## src/rtl/alu_op_dispatcher.sv

```systemverilog
// alu_op_dispatcher: front-end for the 16-bit ALU control unit.
// Buffers requests in a small FIFO, issues one operation at a time as a
// start pulse with a stable opcode and operands, waits for finish (bounded
// by a timeout) and returns the captured result over a valid/ready channel.
module alu_op_dispatcher #(
  parameter int DW      = 16,
  parameter int OPW     = 4,
  parameter int TAGW    = 2,
  parameter int DEPTH   = 2,
  parameter int TIMEOUT = 64
) (
  input  logic            clk,
  input  logic            rst,
  input  logic            req_valid,
  output logic            req_ready,
  input  logic [OPW-1:0]  req_op,
  input  logic [DW-1:0]   req_x,
  input  logic [DW-1:0]   req_y,
  input  logic [TAGW-1:0] req_tag,
  output logic [OPW-1:0]  cu_s,
  output logic            cu_start,
  input  logic            cu_finish,
  output logic [DW-1:0]   op_x,
  output logic [DW-1:0]   op_y,
  input  logic [DW-1:0]   dp_hi,
  input  logic [DW-1:0]   dp_lo,
  output logic            rsp_valid,
  input  logic            rsp_ready,
  output logic [TAGW-1:0] rsp_tag,
  output logic [DW-1:0]   rsp_hi,
  output logic [DW-1:0]   rsp_lo,
  output logic            rsp_timeout,
  output logic            busy
);

  localparam int AW = $clog2(DEPTH);
  localparam int CW = $clog2(TIMEOUT + 1);
  localparam logic [AW:0]    FULL_CNT  = (AW + 1)'(DEPTH);
  localparam logic [CW-1:0]  LAST_CNT  = CW'(TIMEOUT - 1);
  localparam logic [OPW-1:0] NOP_OP    = '1;

  typedef enum logic [1:0] {IDLE, ISSUE, WAIT, RESP} state_t;

  typedef struct packed {
    logic [OPW-1:0]  op;
    logic [DW-1:0]   x;
    logic [DW-1:0]   y;
    logic [TAGW-1:0] tag;
  } req_t;

  state_t          state;
  req_t            mem [DEPTH];
  req_t            head;
  logic [AW-1:0]   wr_ptr;
  logic [AW-1:0]   rd_ptr;
  logic [AW:0]     count;
  logic [CW-1:0]   cnt;
  logic            full;
  logic            empty;
  logic            push;
  logic            pop;
  logic [OPW-1:0]  op_r;
  logic [DW-1:0]   x_r;
  logic [DW-1:0]   y_r;
  logic [TAGW-1:0] tag_r;

  assign full      = (count == FULL_CNT);
  assign empty     = (count == '0);
  assign req_ready = !full;
  assign push      = req_valid && !full;
  assign pop       = (state == IDLE) && !empty;
  assign head      = mem[rd_ptr];

  assign cu_s    = op_r;
  assign op_x    = x_r;
  assign op_y    = y_r;
  assign rsp_tag = tag_r;
  assign busy    = (state != IDLE) || !empty;

  // Request storage write port.
  // NOTE: the storage array is not reset; entries are only read when count
  // says they are valid, so flushing the pointers and count is sufficient.
  always_ff @(posedge clk) begin
    if (push) mem[wr_ptr] <= '{op: req_op, x: req_x, y: req_y, tag: req_tag};
  end

  // FIFO pointers and occupancy; pointers wrap naturally at DEPTH.
  // NOTE: sequential state uses non-blocking assignments so every register
  // in the design updates from values sampled before the same clock edge.
  always_ff @(posedge clk) begin
    if (rst) begin
      wr_ptr <= '0;
      rd_ptr <= '0;
      count  <= '0;
    end else begin
      if (push) wr_ptr <= wr_ptr + 1'b1;
      if (pop)  rd_ptr <= rd_ptr + 1'b1;
      case ({push, pop})
        2'b10:   count <= count + 1'b1;
        2'b01:   count <= count - 1'b1;
        default: count <= count;
      endcase
    end
  end

  // Issue FSM with registered start pulse, operand holding and response capture.
  always_ff @(posedge clk) begin
    if (rst) begin
      state       <= IDLE;
      op_r        <= '0;
      x_r         <= '0;
      y_r         <= '0;
      tag_r       <= '0;
      cu_start    <= 1'b0;
      rsp_valid   <= 1'b0;
      rsp_hi      <= '0;
      rsp_lo      <= '0;
      rsp_timeout <= 1'b0;
      cnt         <= '0;
    end else begin
      cu_start <= 1'b0;
      case (state)
        IDLE: begin
          if (!empty) begin
            op_r  <= head.op;
            x_r   <= head.x;
            y_r   <= head.y;
            tag_r <= head.tag;
            if (head.op == NOP_OP) begin
              // NOP completes immediately without touching the control unit.
              state       <= RESP;
              rsp_valid   <= 1'b1;
              rsp_hi      <= '0;
              rsp_lo      <= '0;
              rsp_timeout <= 1'b0;
            end else begin
              state    <= ISSUE;
              cu_start <= 1'b1;
            end
          end
        end
        ISSUE: begin
          // finish is deliberately ignored here; a level left high from a
          // previous op must not complete this one before WAIT.
          state <= WAIT;
        end
        WAIT: begin
          cnt <= cnt + 1'b1;
          if (cu_finish) begin
            state       <= RESP;
            rsp_valid   <= 1'b1;
            rsp_hi      <= dp_hi;
            rsp_lo      <= dp_lo;
            rsp_timeout <= 1'b0;
          end else if (cnt == LAST_CNT) begin
            state       <= RESP;
            rsp_valid   <= 1'b1;
            rsp_hi      <= '0;
            rsp_lo      <= '0;
            rsp_timeout <= 1'b1;
          end
        end
        RESP: begin
          if (rsp_ready) begin
            state     <= IDLE;
            rsp_valid <= 1'b0;
            cnt       <= '0;
          end
        end
        default: state <= IDLE;
      endcase
    end
  end

endmodule

```

## config.mk

```make
export PLATFORM = sky130hd
export DESIGN_NAME = alu_op_dispatcher
export DESIGN_NICKNAME = d
export VERILOG_FILES = /design/src/rtl/alu_op_dispatcher.sv
export SDC_FILE = /design/constraint.sdc
export NUM_CORES = 1
export LEC_CHECK = 0
export CAP_MARGIN = 0
export CORE_MARGIN = 10
export CORE_UTILIZATION = 33
export CTS_BUF_LIST = sky130_fd_sc_hd__clkbuf_16
export CTS_CLUSTER_SIZE = 8
export DETAILED_ROUTE_END_ITERATION = 8
export DONT_BUFFER_PORTS = 1
export GPL_ROUTABILITY_DRIVEN = 0
export PLACE_DENSITY = 0.56
export SLEW_MARGIN = 15
export SYNTH_ARGS = -nofsm -noshare
export SYNTH_HDL_FRONTEND = slang
export SYNTH_SLANG_ARGS = --single-unit
```

## constraint.sdc

```tcl
create_clock -name clk -period 6.29 [get_ports clk]
set_clock_uncertainty 0.1 [all_clocks]
set_input_delay 0.9435 -clock clk [delete_from_list [all_inputs] [get_ports clk]]
set_output_delay 0.9435 -clock clk [all_outputs]
set_load 0.02 [all_outputs]
```

==> impl_results.md <==
- Outcome: finished, final reports clean
- Critical Path Fanout Max: 33
- Initial antenna violation count: 0
- RSZ-0062 raised after global routing: false
- Final Power: 3.474 mW
- Clk_lat worst skew: 410 ps
- Filler Cell Count: 1723
- Final hold vios: 0
- LEAKAGE: ~2.3 nW
- Asr flop ratio synth: 0
- Slowest stage delay, CP: 880 ps
- Area of the die: approximately 25000 um2
- Yosys top cell area share: 0.3704
- Maximum vdd drop: 0.0002118 V
- CTS tree: yes
- Post-DP HPWL: about 9 mm
- Setup CP Type: flip-flop to flip-flop
- Total CTS buffers: 17
- Antenna fix cells: 0
- Post-synth EDFFs: 76
- Final setup TNS: 0 ps
- Routed wire length: 13.13 mm
- Relative slew slack: 0.3297
- HP Class: flip-flop to flip-flop
- Root buffer cell: clkbuf_16
- Worst slew pin tran: a little over 1000 ps
- Critical path, cell by cell: inv_1, ha_1, and2b_2, o31a_1, a311oi_2, o21a_2, mux2i_1
- Dominant synthesized flop cell: dfxtp_1
- Die Ht: 156.6 um
- Vias per cell: 4.909
- Crit path buf inv count: 1
- Min cycle time layout: ~2900 ps
- Layout cell share with drive strength beyond 1: 0.09919
- Wire per inst: 18.16 um
- Antenna Nets Post-Route: 0
- Largest net degree at the start of global routing: 79
- Post_cts resized: 0
- Clock Tree Buf Depth: 2
- Post-CTS setup buffer count: 0
- Critical path endpoint category: flip-flop
- Mapped cell area: 6161 um2
- Most frequent cell after synthesis: dfxtp_1
- Number of port buffers: 0
- Post-CTS Hold Buffers: 0
- Chip Width: 156.6 um
- Core Footprint: 18150 um2
- Global Route Usage Sum: 0.1081
- H-tree levels: 4
- PwrDens: approximately 510 nW/um2
- Drt first pass iters: 4
- Crit path max-delay cell type: o21a_2
- Cells after Synth: 491
- Vias in the first global route: roughly 3700
- CP delay by family, top: compound AO/OA/AOI/OAI gates
- Commonest cells in the netlist: dfxtp_1 (87), edfxtp_1 (76), mux2i_1 (71)
- Critical path required time: 6520 ps
- FP Rows: 49
- CTS sink count: roughly 160
- Crit path depth: 7
- Register area share after synthesis: 0.6531
- Maximum clock rate: 0.3481 GHz
- Hold Path Stages: 1
- Layout Nets: 563
- IO Pins: 150
- Drt drc: 0
- Initial core utilization: 0.3395
- Via count: 3549
- Crit path DAT: 3100 ps
- Initial DRC count: 141
- Pins over their slew limit: 0
- First-pass GRT wire length: 20.52 mm
- Startpoint Class: flip-flop
- Grt total ovfl: 0
- Post-synth net total: 573
- Final period util: 0.4567
- Leading post-synthesis cells by cell area: edfxtp_1 (37%), dfxtp_1 (28%), mux2i_1 (12%)
- FF+latch count, synth: about 160
- R2r worst-path depth: 7
- Utilization after layout: 0.3774
- Syn Area/Cell: between 10 and 15 um2
- Synth area leader: edfxtp_1
- Max-cap violations: 0
- Synthesis Warnings: 0
- Final setup violating endpoints: 0
- Synth-to-layout area growth: 11.17%
- Reg clk slew, reported paths: ~70 ps
- Synth unique cells: 41
logic make-up (layout without fill, tap and decap cells):
| family | Yosys count | in the layout | synth area share |
|---|---|---|---|
| AOI/OAI and AO/OA | 57 | 57 | 0.06702 |
| xor gates and xnor gates | 6 | 6 | 0.008531 |
| adders and majority gates | 7 | 7 | 0.01422 |
| buffers and inverters | 38 | 41 | 0.03879 |
| DFF | 163 | 163 | 0.6531 |
| muxes | 71 | 71 | 0.1154 |
| and+or+nand+nor | 149 | 149 | 0.1030 |
registers in the layout, indices dropped and copies added (netlist names), 4 cells and up, named ones only:
| register | flops |
|---|---|
| cnt | 7 |
| cu_s | 4 |
| mem | 76 |
| op_x | 16 |
| op_y | 16 |
| rsp_hi | 16 |
| rsp_lo | 16 |
metal layers:
metal,global-route usage,up-vias,routed length (um)
met4,0.03551,0,151
met5,0,-,0
met3,0.07264,14,1840
met1,0.1118,1681,5036
li1,-,1723,-
met2,0.1735,131,6100
per-stage QoR:
stage / instance area (um2) / worst slack (ps) / hold slack (ps) / std cells
after CTS: 6848 / 3385 / 381.5 / 723
after floorplan: 6161 / 3111 / 348.6 / 491
after global routing: 6849 / 3196 / 402.9 / 723
after global placement: 6276 / 3345 / 366.5 / 691
final: 6849 / 3417 / 386.3 / 723
after detailed placement: 6276 / 3258 / 372.3 / 691
where the power goes:
part / internal (mW) / switching [mW]
Sequential: 1.36 / 0.321
Clock: 0.558 / 0.440
Combinational: 0.322 / 0.473
Total: 2.24 / 1.24
path summary, 6_finish.rpt:
| kind | start | endpoint | slack [ps] |
|---|---|---|---|
| worst max register to register | state[0] | rsp_hi[2] | 3420 |
| worst max-delay path | state[0] | rsp_hi[2] | 3420 |
| worst min-delay path | cnt[6] | cnt[6] | 390 |
| worst min register to register | cnt[6] | cnt[6] | 390 |
cell type report:
cell class / count / area [um2] / area share
tap: 229 / 286.5 / 0.04183
clock inverter: 15 / 146.4 / 0.02137
inverter: 5 / 18.77 / 0.002740
multi-input combinational: 290 / 1917 / 0.2799
timing repair buffer: 4 / 30.03 / 0.004384
clock buffer: 17 / 425.4 / 0.06211
sequential: 163 / 4025 / 0.5877
placed cells by master, fill, tap and decap left out, types with 2 or more instances in the layout:
| cell type | n |
|---|---|
| clkinvlp_4 | 2 |
| xnor2_1 | 3 |
| a211oi_1 | 39 |
| inv_6 | 7 |
| clkbuf_16 | 17 |
| inv_1 | 6 |
| nand4_1 | 2 |
| mux2i_1 | 71 |
| or3_1 | 2 |
| buf_4 | 4 |
| xor2_1 | 3 |
| or3_2 | 2 |
| and2b_2 | 2 |
| a21oi_1 | 6 |
| dfxtp_1 | 86 |
| nand2_1 | 70 |
| and3_2 | 3 |
| nand2b_1 | 2 |
| nand3_1 | 4 |
| inv_8 | 2 |
| nor3_1 | 3 |
| ha_1 | 7 |
| o21ai_0 | 5 |
| edfxtp_1 | 76 |
| nor2_1 | 52 |
Power figures use the tool's default switching activity.
